$ cat src/rtl/mulc_seq_if.sv
// CPU-side request/response bundle for the mulc_seq multiply sequencer.
interface mulc_seq_if #(
  parameter int unsigned ACC_W = 40
);
  logic             start;
  logic [1:0]       op;
  logic             sgn_a;
  logic             sgn_b;
  logic [31:0]      a_in;
  logic [31:0]      b_in;
  logic             busy;
  logic             done;
  logic [31:0]      res;
  logic [ACC_W-1:0] acc;
  logic             ovf;

  modport master (
    output start, op, sgn_a, sgn_b, a_in, b_in,
    input  busy, done, res, acc, ovf
  );

  modport slave (
    input  start, op, sgn_a, sgn_b, a_in, b_in,
    output busy, done, res, acc, ovf
  );
endinterface

$ cat src/rtl/mulc_seq.sv
// Multiply sequencer feeding the external 17x17 signed multiplier.
// MUL16, MAC16 (40-bit accumulator), 3-pass MUL32L (low word), CLRACC.
// Optional build macro MULC_SAT_EN: saturating MAC16 with sticky ovf;
// without it the accumulator wraps and ovf is tied low.
module mulc_seq #(
  parameter int unsigned ACC_W = 40
) (
  input  logic        clk,
  input  logic        rst_n,
  mulc_seq_if.slave   bus,
  output logic [16:0] mul_a,
  output logic [16:0] mul_b,
  input  logic [33:0] mul_p
);

  typedef enum logic [2:0] {IDLE, EXEC, P1, P2, DONE} state_t;
  typedef enum logic [1:0] {
    OP_MUL16  = 2'b00,
    OP_MAC16  = 2'b01,
    OP_MUL32L = 2'b10,
    OP_CLRACC = 2'b11
  } op_t;

  state_t           state;
  op_t              op_q;
  logic             sgn_a_q;
  logic             sgn_b_q;
  logic [31:0]      a_q;
  logic [31:0]      b_q;
  logic [31:0]      res_q;
  logic [ACC_W-1:0] acc_q;
  logic             busy_q;
  logic             done_q;

  logic [ACC_W-1:0] prod_ext;
  logic [ACC_W-1:0] mac_next;

  assign prod_ext = {{(ACC_W-34){mul_p[33]}}, mul_p};

`ifdef MULC_SAT_EN
  logic [ACC_W:0] mac_sum;
  logic           mac_ovf;
  logic           ovf_q;

  // Overflow shows as disagreement between the guard bit and the 40-bit sign.
  assign mac_sum  = {acc_q[ACC_W-1], acc_q} + {prod_ext[ACC_W-1], prod_ext};
  assign mac_ovf  = mac_sum[ACC_W] ^ mac_sum[ACC_W-1];
  assign mac_next = !mac_ovf        ? mac_sum[ACC_W-1:0] :
                    mac_sum[ACC_W]  ? {1'b1, {(ACC_W-1){1'b0}}} :
                                      {1'b0, {(ACC_W-1){1'b1}}};
  assign bus.ovf  = ovf_q;
`else
  assign mac_next = acc_q + prod_ext;
  assign bus.ovf  = 1'b0;
`endif

  assign bus.busy = busy_q;
  assign bus.done = done_q;
  assign bus.res  = res_q;
  assign bus.acc  = acc_q;

  // Multiplier operand select per pass; idle/done and CLRACC drive zero.
  always_comb begin
    mul_a = '0;
    mul_b = '0;
    case (state)
      EXEC: begin
        case (op_q)
          OP_MUL16, OP_MAC16: begin
            mul_a = {sgn_a_q & a_q[15], a_q[15:0]};
            mul_b = {sgn_b_q & b_q[15], b_q[15:0]};
          end
          OP_MUL32L: begin
            mul_a = {1'b0, a_q[15:0]};
            mul_b = {1'b0, b_q[15:0]};
          end
          default: ;
        endcase
      end
      P1: begin
        mul_a = {1'b0, a_q[31:16]};
        mul_b = {1'b0, b_q[15:0]};
      end
      P2: begin
        mul_a = {1'b0, a_q[15:0]};
        mul_b = {1'b0, b_q[31:16]};
      end
      default: ;
    endcase
  end

  // Sequencer FSM with registered handshake and result/accumulator state.
  always_ff @(posedge clk) begin
    if (!rst_n) begin
      state   <= IDLE;
      op_q    <= OP_MUL16;
      sgn_a_q <= 1'b0;
      sgn_b_q <= 1'b0;
      a_q     <= '0;
      b_q     <= '0;
      res_q   <= '0;
      acc_q   <= '0;
      busy_q  <= 1'b0;
      done_q  <= 1'b0;
`ifdef MULC_SAT_EN
      ovf_q   <= 1'b0;
`endif
    end else begin
      case (state)
        IDLE: begin
          if (bus.start) begin
            op_q    <= op_t'(bus.op);
            sgn_a_q <= bus.sgn_a;
            sgn_b_q <= bus.sgn_b;
            a_q     <= bus.a_in;
            b_q     <= bus.b_in;
            busy_q  <= 1'b1;
            state   <= EXEC;
          end
        end
        EXEC: begin
          state  <= DONE;
          busy_q <= 1'b0;
          done_q <= 1'b1;
          case (op_q)
            OP_MUL16: res_q <= mul_p[31:0];
            OP_MAC16: begin
              acc_q <= mac_next;
              res_q <= mac_next[31:0];
`ifdef MULC_SAT_EN
              if (mac_ovf) ovf_q <= 1'b1;
`endif
            end
            OP_CLRACC: begin
              acc_q <= '0;
`ifdef MULC_SAT_EN
              ovf_q <= 1'b0;
`endif
            end
            OP_MUL32L: begin
              // EXEC doubles as pass P0 of the three-pass low-word multiply.
              res_q  <= mul_p[31:0];
              state  <= P1;
              busy_q <= 1'b1;
              done_q <= 1'b0;
            end
          endcase
        end
        P1: begin
          res_q <= res_q + {mul_p[15:0], 16'h0000};
          state <= P2;
        end
        P2: begin
          res_q  <= res_q + {mul_p[15:0], 16'h0000};
          state  <= DONE;
          busy_q <= 1'b0;
          done_q <= 1'b1;
        end
        DONE: begin
          done_q <= 1'b0;
          state  <= IDLE;
        end
        default: state <= IDLE;
      endcase
    end
  end

endmodule
$ cat src/flat_wrapper.sv
// flat-port wrapper written by rule: the top's interface ports become plain ports
module mulc_seq_flat 
#(
  parameter int unsigned ACC_W = 40
)
  (clk, rst_n, mul_a, mul_b, mul_p, bus_start, bus_op, bus_sgn_a, bus_sgn_b, bus_a_in, bus_b_in, bus_busy, bus_done, bus_res, bus_acc, bus_ovf);
  mulc_seq_if #(.ACC_W(ACC_W)) bus_i ();
  input  logic clk;
  input  logic rst_n;
  output logic [16:0] mul_a;
  output logic [16:0] mul_b;
  input  logic [33:0] mul_p;
  input wire logic [$bits(bus_i.start)-1:0] bus_start;
  input wire logic [$bits(bus_i.op)-1:0] bus_op;
  input wire logic [$bits(bus_i.sgn_a)-1:0] bus_sgn_a;
  input wire logic [$bits(bus_i.sgn_b)-1:0] bus_sgn_b;
  input wire logic [$bits(bus_i.a_in)-1:0] bus_a_in;
  input wire logic [$bits(bus_i.b_in)-1:0] bus_b_in;
  output wire logic [$bits(bus_i.busy)-1:0] bus_busy;
  output wire logic [$bits(bus_i.done)-1:0] bus_done;
  output wire logic [$bits(bus_i.res)-1:0] bus_res;
  output wire logic [$bits(bus_i.acc)-1:0] bus_acc;
  output wire logic [$bits(bus_i.ovf)-1:0] bus_ovf;
  assign bus_i.start = bus_start;
  assign bus_i.op = bus_op;
  assign bus_i.sgn_a = bus_sgn_a;
  assign bus_i.sgn_b = bus_sgn_b;
  assign bus_i.a_in = bus_a_in;
  assign bus_i.b_in = bus_b_in;
  assign bus_busy = bus_i.busy;
  assign bus_done = bus_i.done;
  assign bus_res = bus_i.res;
  assign bus_acc = bus_i.acc;
  assign bus_ovf = bus_i.ovf;
  mulc_seq #(.ACC_W(ACC_W)) u_core (.clk(clk), .rst_n(rst_n), .bus(bus_i), .mul_a(mul_a), .mul_b(mul_b), .mul_p(mul_p));
endmodule
$ cat config.mk
export PLATFORM = sky130hd
export DESIGN_NAME = mulc_seq_flat
export DESIGN_NICKNAME = d
export VERILOG_FILES = /design/src/rtl/mulc_seq_if.sv /design/src/rtl/mulc_seq.sv /design/src/flat_wrapper.sv
export SDC_FILE = /design/constraint.sdc
export NUM_CORES = 1
export LEC_CHECK = 0
export CORE_ASPECT_RATIO = 1.5
export CORE_MARGIN = 2
export CORE_UTILIZATION = 30
export DETAILED_ROUTE_END_ITERATION = 8
export GPL_TIMING_DRIVEN = 0
export PLACE_DENSITY = 0.64
export REMOVE_ABC_BUFFERS = 1
export SLEW_MARGIN = 5
export SYNTH_ARGS = -nofsm -noshare
export SYNTH_HDL_FRONTEND = slang
export SYNTH_SLANG_ARGS = --single-unit
$ cat constraint.sdc
create_clock -name clk -period 2.5 [get_ports clk]
set_input_delay 0.5 -clock clk [delete_from_list [all_inputs] [get_ports clk]]
set_output_delay 0.5 -clock clk [all_outputs]
set_load 0.03 [all_outputs]
==> results.json, run 1 <==
{
  "cts_max_level": 4,
  "start_util": 0.302,
  "fmax_mhz": 385,
  "path_class": "flip-flop to flip-flop",
  "setup_tns_ns": -0.268,
  "violations": "negative setup slack",
  "diodes": 0,
  "hold_viol_final": 0,
  "critPathBufInv": 0,
  "cts-root-buf": "clkbuf_16",
  "r2r_slack_ns": -0.1,
  "cp_data_required_time_ns": 2.84,
  "synth_common_cells": "223 x nand2_1, 170 x a21oi_1, 145 x dfxtp_1, 54 x ha_1, 50 x clkbuf_1",
  "relSlewSlack": 0.368,
  "synth_xor_area_frac": 0.0460,
  "fin_util": 0.449,
  "synth_area_leaders": "dfxtp_1 35%, a21oi_1 10%, nand2_1 10%, ha_1 8.1%, a22o_1 4.0%",
  "wl_per_cell_um": 18.5,
  "synthAdderAreaFrac": 0.0854,
  "clkPwrFrac": 0.394,
  "grtUsageMet3": 0.0534,
  "hp-class": "primary input to flip-flop",
  "die_area_um2": 29300,
  "slowest_stage": "dfxtp_4",
  "num_rows": 75,
  "grt_max_degree": 67,
  "grt.busiest_layer": "met2",
  "finalSetupViolations": 6,
  "core_area_um2": 27800,
  "fp.dieH_um": 209,
  "drv_slew": 0,
  "ir_drop_uv": 509,
  "met2_usage": 0.371,
  "pwr-share-comb": 0.217,
  "yosys_register_bits": 145,
  "grt_setup_unrepaired": "yes",
  "p_leak_nw": 4.98,
  "vias_per_cell": 5.28,
  "grt_pass1_wl_um": 47100,
  "first_global_vias": 8560,
  "synth.mux.area_fraction": 0.00478,
  "routed-via-count": 8752,
  "drt_wl_total_um": 30700,
  "path_clk_slew_ns": 0.07,
  "grt_overflow": 0,
  "grt_use_total": 0.204,
  "dr.first_iter.drc_count": 455,
  "cpPeakStageDelay_ns": 0.35,
  "drtPass1Iterations": 5,
  "avgSynthCellArea_um2": 7.89,
  "cts_buffers": 17,
  "nNetsFinal": 1460,
  "synth.cell_area_um2": 8380,
  "internal-power_w": 0.00446,
  "synth_top_family_by_area": "compound AO/OA/AOI/OAI gates",
  "crit_path_start_kind": "flip-flop",
  "synthSimpleGateAreaFrac": 0.180,
  "critPathArrivalTime_ns": 2.93,
  "cp_max_fo": 3,
  "pre_cts_ws_ns": -2.12,
  "antenna_found_initial": 0,
  "synth-edff-count": 0,
  "finalCriticalPeriod_ns": 2.60,
  "die_w_um": 140,
  "end_kind": "flip-flop",
  "place_congestion": 0.936,
  "path_cells": "ha_4, a211oi_2, o21bai_1, a21o_1, a221oi_4, a211oi_4, o21ai_2, a21oi_2, or3_1, a32o_1",
  "cts_sinks": 145,
  "period_share": 1.04,
  "synth_cells": 1062,
  "portBuffers": 212,
  "io_pins": 214,
  "synth_top_area_frac": 0.346,
  "tightest_slew_ns": 0.944,
  "pwr-share-seq": 0.390,
  "yosysMostFrequentCell": "nand2_1",
  "p_sw_frac": 0.314,
  "ys.flop_type": "dfxtp_1",
  "power_w": 0.00649,
  "drive_above_1_share": 0.205,
  "clk_path_buf_depth": 2,
  "skew_ns": 0.0134,
  "power_density_nw_per_um2": 520,
  "place_hpwl_um": 21700,
  "grt_util_met1": 0.232,
  "synth-compound-area-share": 0.299,
  "power.switching_w": 0.00204,
  "synthToLayoutAreaGrowth_pct": 48.9,
  "seq_area_frac_synth": 0.346,
  "outcome": "complete, but fails checks",
  "crit_family": "compound AO/OA/AOI/OAI gates",
  "cts_tree": "done",
  "max-cap-violations": 0,
  "drcViolationCount": 0,
  "synth_top_cell_by_area": "dfxtp_1",
  "synthArstFlopShare": 0,
  "yosysWarnings": 0,
  "ant_nets": 0,
  "timing.final.ws_setup_ns": -0.0953,
  "clk_latency_ns": 0.44,
  "synth_cell_types": 65
}
## worst min-delay path, cell delays in order
cell and delay (ns):
clkbuf_2 0.13, a222oi_1 0.10, a21oi_1 0.12
## per-stage QoR
step | std cells | area, um^2 | hold slack [ns]
2_1_floorplan | 1002 | 8140 | 0.432
3_3_place_gp | 1560 | 10700 | 0.439
3_5_place_dp | 1567 | 10800 | 0.446
4_1_cts | 1629 | 12100 | 0.454
5_1_grt | 1658 | 12500 | 0.470
6_report | 1658 | 12500 | 0.445
## per-layer routing
layer	vias up	routed length, um
li1	4294	-
met1	4093	11900
met2	316	15800
met3	49	2170
met4	0	857
met5	-	0
## area by class of cell
| cell class | count | area [um^2] |
|---|---|---|
| Clock buffer | 17 | 425 |
| Clock inverter | 15 | 148 |
| Fill cell | 2724 | 15300 |
| Inverter | 22 | 87.6 |
| Multi-Input combinational cell | 837 | 5880 |
| Sequential cell | 145 | 2940 |
| Tap cell | 346 | 433 |
| Timing Repair Buffer | 276 | 2570 |
## cells by family after synthesis
group                    Yosys count
adder cells (fa/ha/maj)           56
flip-flops                       145
multiplexers                       4
AND/OR/NAND/NOR                  351
AO/OA/AOI/OAI                    379
buffers and inverters             82
XOR/XNOR                          44
other                              1
## power groups by stage
stage,Clock (W),Combinational [W],Sequential [W]
4_1_cts,0.00260,0.00135,0.00254
2_1_floorplan,0,0.000638,0.00266
5_1_grt,0.00269,0.00153,0.00255
6_report,0.00256,0.00141,0.00253
3_3_place_gp,0,0.00124,0.00258
3_5_place_dp,0,0.00127,0.00259
## cells in the final DEF (no fill, tap or decap), types with 8 or more instances in the layout
master / synthesis / routed
ha_4: 0 / 26
a22o_1: 38 / 38
buf_2: 4 / 19
clkbuf_16: 0 / 17
nand4_1: 13 / 13
dlygate4sd2_1: 0 / 13
a22oi_1: 10 / 10
buf_4: 1 / 53
and3_1: 12 / 10
nand3_1: 12 / 12
ha_1: 54 / 27
xnor2_1: 22 / 21
o21bai_1: 12 / 9
clkbuf_2: 0 / 12
xor2_1: 22 / 22
nor2_1: 48 / 42
clkdlybuf4s15_2: 0 / 11
inv_1: 21 / 18
dfxtp_1: 145 / 127
o21ai_1: 6 / 12
a21oi_2: 0 / 8
o21ai_0: 41 / 29
dfxtp_2: 0 / 11
clkdlybuf4s50_1: 0 / 153
nand2_1: 223 / 218
a21oi_1: 170 / 157
a21o_1: 33 / 32
## repair_timing
item / 4_1_cts / 5_1_grt
resized for setup: 272 / 71
endpoints found under the setup margin: 106 / 60
pin swaps: 41 / 41
cloned: 3 / 0
hold buffers: 0 / 0
setup buffers: 27 / 29
## worst paths after layout
kind	endpoint	cells past startpoint	from
max	u_core.bus.acc[36]	10	u_core.bus.acc[19]
min	u_core.bus.res[19]	3	mul_p[19]
max reg2reg	u_core.bus.acc[36]	10	u_core.bus.acc[19]
min reg2reg	u_core.b_q[7]	2	u_core.b_q[7]
## state kept, by name, indices dropped and copies added, names as in the netlist
signal           cells
u_core.bus.done      1
u_core.bus.busy      1
u_core.state         3
u_core.op_q          2
u_core.b_q          32
u_core.sgn_a_q       1
u_core.bus.acc      40
u_core.a_q          32
u_core.sgn_b_q       1
u_core.bus.res      32
(Power assumes the default switching activity.)
==> run 2: changes to the inputs <==
- CORE_MARGIN: 2 -> 4
==> results.json, run 2 (synthesized netlist as in run 1, its figures left out) <==
{
  "cts-root-buf": "clkbuf_16",
  "drtPass1Iterations": 5,
  "fmax_mhz": 379,
  "cts_tree": "done",
  "first_global_vias": 8769,
  "pwr-share-comb": 0.209,
  "portBuffers": 212,
  "place_hpwl_um": 22200,
  "dr.first_iter.drc_count": 508,
  "power_density_nw_per_um2": 537,
  "tightest_slew_ns": 1.02,
  "grt_use_total": 0.196,
  "pre_cts_ws_ns": -2.01,
  "critPathArrivalTime_ns": 2.95,
  "drcViolationCount": 0,
  "grt_setup_unrepaired": "yes",
  "r2r-end": "u_core.bus.acc[36]",
  "most-common-layout-cells": "215 x nand2_1, 154 x clkdlybuf4s50_1, 151 x a21oi_1",
  "largest_register_ffs": 40,
  "hold_viol_final": 0,
  "r2r-start": "u_core.bus.acc[19]",
  "path_class": "primary input to flip-flop",
  "grt_overflow": 0,
  "violations": "negative setup slack",
  "outcome": "complete, but fails checks",
  "path_clk_slew_ns": 0.06,
  "clk_latency_ns": 0.43,
  "internal-power_w": 0.00495,
  "grt_pass1_wl_um": 47100,
  "antenna_found_initial": 1,
  "wl_per_cell_um": 18.9,
  "r2r_slack_ns": -0.12,
  "ant_nets": 0,
  "period_share": 1.06,
  "diodes": 0,
  "power_w": 0.00688,
  "timing.final.ws_setup_ns": -0.140,
  "clkPwrFrac": 0.423,
  "startpoint": "mul_p[1]",
  "vias_per_cell": 5.31,
  "fin_cells": 1656,
  "synthToLayoutAreaGrowth_pct": 52.9,
  "max-cap-violations": 0,
  "fp.dieH_um": 213,
  "finalSetupViolations": 10,
  "drt_wl_total_um": 31300,
  "nNetsFinal": 1463,
  "cts_buffers": 17,
  "relSlewSlack": 0.317,
  "grt_max_degree": 87,
  "skew_ns": 0.0106,
  "routed-via-count": 8789,
  "power.switching_w": 0.00194,
  "cp_data_required_time_ns": 2.81,
  "layout_commonest_cell": "nand2_1",
  "cts_sinks": 145,
  "crit_path_start_kind": "primary input",
  "cts_max_level": 4,
  "place_congestion": 0.895,
  "core_area_um2": 27400,
  "drv_slew": 0,
  "cp_max_fo": 3,
  "drive_above_1_share": 0.225,
  "reg2reg_depth": 11,
  "clk_path_buf_depth": 2,
  "place_inst": 1563,
  "pwr-share-seq": 0.368,
  "end_kind": "flip-flop",
  "start_util": 0.306,
  "hold_start": "u_core.a_q[7]",
  "num_rows": 74,
  "io_pins": 214,
  "ir_drop_uv": 528,
  "die_area_um2": 30700,
  "p_leak_nw": 5.05,
  "die_w_um": 144,
  "seqCellArea_um2": 2950,
  "crit_end": "u_core.bus.acc[32]",
  "hp-class": "flip-flop to flip-flop",
  "multi_input_area_um2": 6030,
  "finalCriticalPeriod_ns": 2.64,
  "p_sw_frac": 0.282,
  "fill_cells": 2662
}
-- run 2: cell count changes in the layout (fill, tap and decap cells not counted), moves of 6 or more --
| cell | previous run | this run |
|---|---|---|
| o21ai_0 | 29 | 23 |
| inv_6 | 7 | 1 |
| clkbuf_2 | 12 | 2 |
| clkdlybuf4s15_2 | 11 | 22 |
| a21oi_1 | 157 | 151 |
| buf_2 | 19 | 11 |
| buf_4 | 53 | 61 |
| a21oi_2 | 8 | 14 |
| buf_6 | 3 | 9 |
-- run 2: metrics by stage --
step           cell area [um^2]  hold slack (ns)  utilization  setup TNS (ns)
3_5_place_dp              10800            0.447        0.395         -114.99
2_1_floorplan              8140            0.432            -           -8.13
5_1_grt                   12800            0.471        0.468           -2.14
4_1_cts                   12300            0.455        0.450          -0.945
6_report                  12800            0.454        0.468          -0.656
3_3_place_gp              10700            0.439        0.390         -256.39
-- run 2: what timing repair did --
item,CTS,global route
pin swaps,46,39
setup endpoints to repair,106,57
hold buffers,0,0
resized for setup,315,76
gates cloned,2,0
buffers inserted,36,24
-- run 2: worst min path at each step --
stage / cells after the start / slack (ns) / to
after CTS: 2 / 0.46 / u_core.b_q[12]
final: 2 / 0.45 / u_core.a_q[7]
after global placement: 2 / 0.44 / u_core.sgn_a_q
after global routing: 2 / 0.47 / u_core.b_q[5]
after detailed placement: 2 / 0.45 / u_core.b_q[12]
after floorplan: 2 / 0.43 / u_core.sgn_a_q
-- run 2: critical path, stage by stage --
cell	delay, ns
clkdlybuf4s15_1	0.31
inv_2	0.11
fa_2	0.40
nor2b_4	0.15
o2111ai_4	0.16
a21oi_4	0.23
o21ai_4	0.10
a211oi_2	0.21
buf_4	0.17
buf_4	0.11
o21ai_2	0.05
a21o_1	0.17
buf_4	0.12
nand4_1	0.07
nand3_1	0.07
-- run 2: final cells by class --
| cell class | instances | share of cell area |
|---|---|---|
| sequential | 145 | 0.230 |
| tap | 342 | 0.0334 |
| inverter | 22 | 0.00713 |
| clock inverter | 13 | 0.0183 |
| clock buffer | 18 | 0.0335 |
| multi-input combinational | 837 | 0.470 |
| timing repair buffer | 279 | 0.207 |
-- run 2: power groups by stage --
stage	clock network, W	logic [W]	registers (W)
after detailed placement	0	0.00126	0.00259
after floorplan	0	0.000638	0.00266
after CTS	0.00299	0.00137	0.00254
after global routing	0.00306	0.00155	0.00255
after global placement	0	0.00124	0.00258
final	0.00291	0.00144	0.00253
-- run 2: layer usage --
| metal | vias to the layer above | routed length [um] | track usage | share of wire |
|---|---|---|---|---|
| met2 | 308 | 16300 | 0.355 | 0.52 |
| li1 | 4293 | - | - | - |
| met1 | 4122 | 11800 | 0.212 | 0.38 |
| met3 | 66 | 2250 | 0.0592 | 0.072 |
| met4 | 0 | 956 | 0.0715 | 0.031 |
| met5 | - | 0 | 0 | 0 |
==> run 3: changes to the inputs <==
- ABC_AREA: unset -> 1
- PLACE_DENSITY: 0.64 -> 0.63
==> results.json, run 3 <==
{
  "path_class": "flip-flop to output pin",
  "crit_end": "mul_a[15]",
  "cts-root-buf": "clkbuf_16",
  "max-cap-violations": 0,
  "synth_area_leaders": "dfxtp_1 31%, nand2_1 18%, nor2_1 9.4%, ha_1 7.1%, o21ai_0 6.6%",
  "place_hpwl_um": 28000,
  "yosysMostFrequentCell": "nand2_1",
  "first_global_vias": 10100,
  "drv_slew": 0,
  "yosys_register_bits": 145,
  "die_area_um2": 34600,
  "cts_sinks": 145,
  "finalSetupViolations": 0,
  "drtPass1Iterations": 8,
  "crit_path_start_kind": "flip-flop",
  "cts_max_level": 4,
  "pwr-share-comb": 0.230,
  "end_kind": "output pin",
  "antenna_found_initial": 3,
  "clk_path_buf_depth": 2,
  "grt_overflow": 0,
  "reg2reg_depth": 13,
  "largest_register_ffs": 40,
  "grt_max_degree": 52,
  "p_sw_frac": 0.319,
  "tightest_slew_ns": 1.08,
  "fmax_mhz": 410,
  "diodes": 0,
  "grt_setup_unrepaired": "yes",
  "path_cells": "inv_8, nor2_4, clkinvlp_4, nor2_4, clkbuf_16, o21ai_2, nand2_1, buf_6",
  "synthToLayoutAreaGrowth_pct": 38.9,
  "vias_per_cell": 4.82,
  "cts_tree": "done",
  "seqCellArea_um2": 2910,
  "nNetsFinal": 1912,
  "r2r-start": "u_core.bus.acc[0]",
  "synth_cell_types": 38,
  "dr.first_iter.drc_count": 500,
  "drcViolationCount": 0,
  "pwr-share-seq": 0.366,
  "place_congestion": 0.963,
  "path_clk_slew_ns": 0.06,
  "avgSynthCellArea_um2": 6.16,
  "skew_ns": 0.0124,
  "ant_nets": 0,
  "num_rows": 79,
  "startpoint": "u_core.state[1]",
  "synth_common_cells": "449 x nand2_1, 239 x nor2_1, 164 x inv_1, 145 x dfxtp_1, 126 x o21ai_0",
  "cp_data_required_time_ns": 2.00,
  "synth-edff-count": 0,
  "power_w": 0.00709,
  "period_share": 0.975,
  "hp-class": "flip-flop to flip-flop",
  "drive_above_1_share": 0.111,
  "r2r-end": "u_core.bus.res[18]",
  "relSlewSlack": 0.278,
  "critPathArrivalTime_ns": 1.94,
  "drt_wl_total_um": 37400,
  "outcome": "finished, final reports clean",
  "synth_top_area_frac": 0.306,
  "clkPwrFrac": 0.404,
  "crit_family": "buffers and inverters",
  "crit_cells": 8,
  "power_density_nw_per_um2": 538,
  "slowest_stage": "dfxtp_4",
  "cpPeakStageDelay_ns": 0.39,
  "cts_buffers": 17,
  "core_area_um2": 31100,
  "synth_top_cell_by_area": "dfxtp_1",
  "yosysWarnings": 0,
  "cp_max_fo": 8,
  "r2r_slack_ns": 0.21,
  "routed-via-count": 10400,
  "internal-power_w": 0.00483,
  "fp.dieH_um": 226,
  "layout_commonest_cell": "nand2_1",
  "wl_per_cell_um": 17.3,
  "synth_cells": 1542,
  "multi_input_area_um2": 6030,
  "cpMostUsedCell": "nor2_4",
  "synthArstFlopShare": 0,
  "hold_viol_final": 0,
  "ir_drop_uv": 471,
  "p_leak_nw": 6.24,
  "start_util": 0.305,
  "most-common-layout-cells": "432 x nand2_1, 235 x nor2_1, 160 x inv_1",
  "critPathBufInv": 4,
  "power.switching_w": 0.00226,
  "clk_latency_ns": 0.45,
  "seq_area_frac_synth": 0.306,
  "finalCriticalPeriod_ns": 2.44,
  "grt_use_total": 0.209,
  "fill_cells": 3286,
  "portBuffers": 212,
  "die_w_um": 153,
  "io_pins": 214,
  "grt_pass1_wl_um": 55800,
  "hold_slack_ns": 0.476,
  "synth.cell_area_um2": 9500,
  "fin_util": 0.424,
  "ys.flop_type": "dfxtp_1"
}
## run 3: cell types whose count changed in the layout (fill, tap and decap cells not counted), sizes merged, moves of 25 or more
cell | previous run | this run
a21o | 33 | 3
nand2 | 225 | 465
o21ai | 49 | 129
a22o | 38 | 3
nor2 | 48 | 251
inv | 22 | 170
nand3 | 12 | 67
a21oi | 170 | 114
buf | 86 | 61
## run 3: timing repair
item,4_1_cts,5_1_grt
resized for setup,225,90
hold buffers,0,0
setup buffers,15,8
gates cloned,5,1
pin swaps,10,32
setup endpoints to repair,106,54
## run 3: stage by stage
step                      worst slack [ns]  TNS (ns)  cell area (um^2)  cells
after detailed placement             -2.23   -100.03             12000   2108
after global placement               -2.95   -411.36             11900   2103
after floorplan                     -0.303    -25.53              9250   1486
final                               0.0617         0             13200   2169
after CTS                        0.0000917         0             12800   2160
after global routing               -0.0230   -0.0990             13200   2169
## run 3: how the worst min path moves through the flow
stage | startpoint | slack, ns | cells after the start | end
after global placement | u_core.a_q[8] | 0.46 | 2 | u_core.a_q[8]
after global routing | mul_p[2] | 0.49 | 3 | u_core.bus.res[2]
after detailed placement | u_core.a_q[6] | 0.47 | 2 | u_core.a_q[6]
final | u_core.b_q[9] | 0.48 | 2 | u_core.b_q[9]
after floorplan | u_core.a_q[0] | 0.45 | 2 | u_core.a_q[0]
after CTS | u_core.a_q[8] | 0.48 | 2 | u_core.a_q[8]
## run 3: layout make-up
cell class                      instances  share of cell area
Timing Repair Buffer                  241               0.184
Inverter                              168              0.0507
Sequential cell                       145               0.221
Tap cell                              405              0.0384
Multi-Input combinational cell       1178               0.458
Clock buffer                           18              0.0333
Clock inverter                         14              0.0154
## run 3: kinds of logic after synthesis
kind of cell,count (synthesis),share of synthesized area
AND/OR/NAND/NOR,807,0.344
XOR/XNOR,24,0.0221
AO/OA/AOI/OAI,285,0.160
other,1,0.000395
flip-flops,145,0.306
buffers and inverters,224,0.0920
adder cells (fa/ha/maj),56,0.0754
## run 3: layer usage
layer | global-route usage | wire [um]
met1 | 0.215 | 13800
met2 | 0.387 | 19200
met3 | 0.0587 | 2690
met4 | 0.102 | 1720
met5 | 0 | 41
## run 3: worst min-delay path, stage by stage (launching register included)
cell and delay, ns:
dfxtp_1 0.32, nor2_1 0.04, nor2_1 0.08
## run 3: power groups by stage
stage          Clock [W]  Sequential, W  Combinational [W]
4_1_cts          0.00292        0.00259            0.00159
3_3_place_gp           0        0.00264            0.00152
6_report         0.00287        0.00259            0.00163
5_1_grt          0.00299        0.00261            0.00180
3_5_place_dp           0        0.00265            0.00154
2_1_floorplan          0        0.00272           0.000798
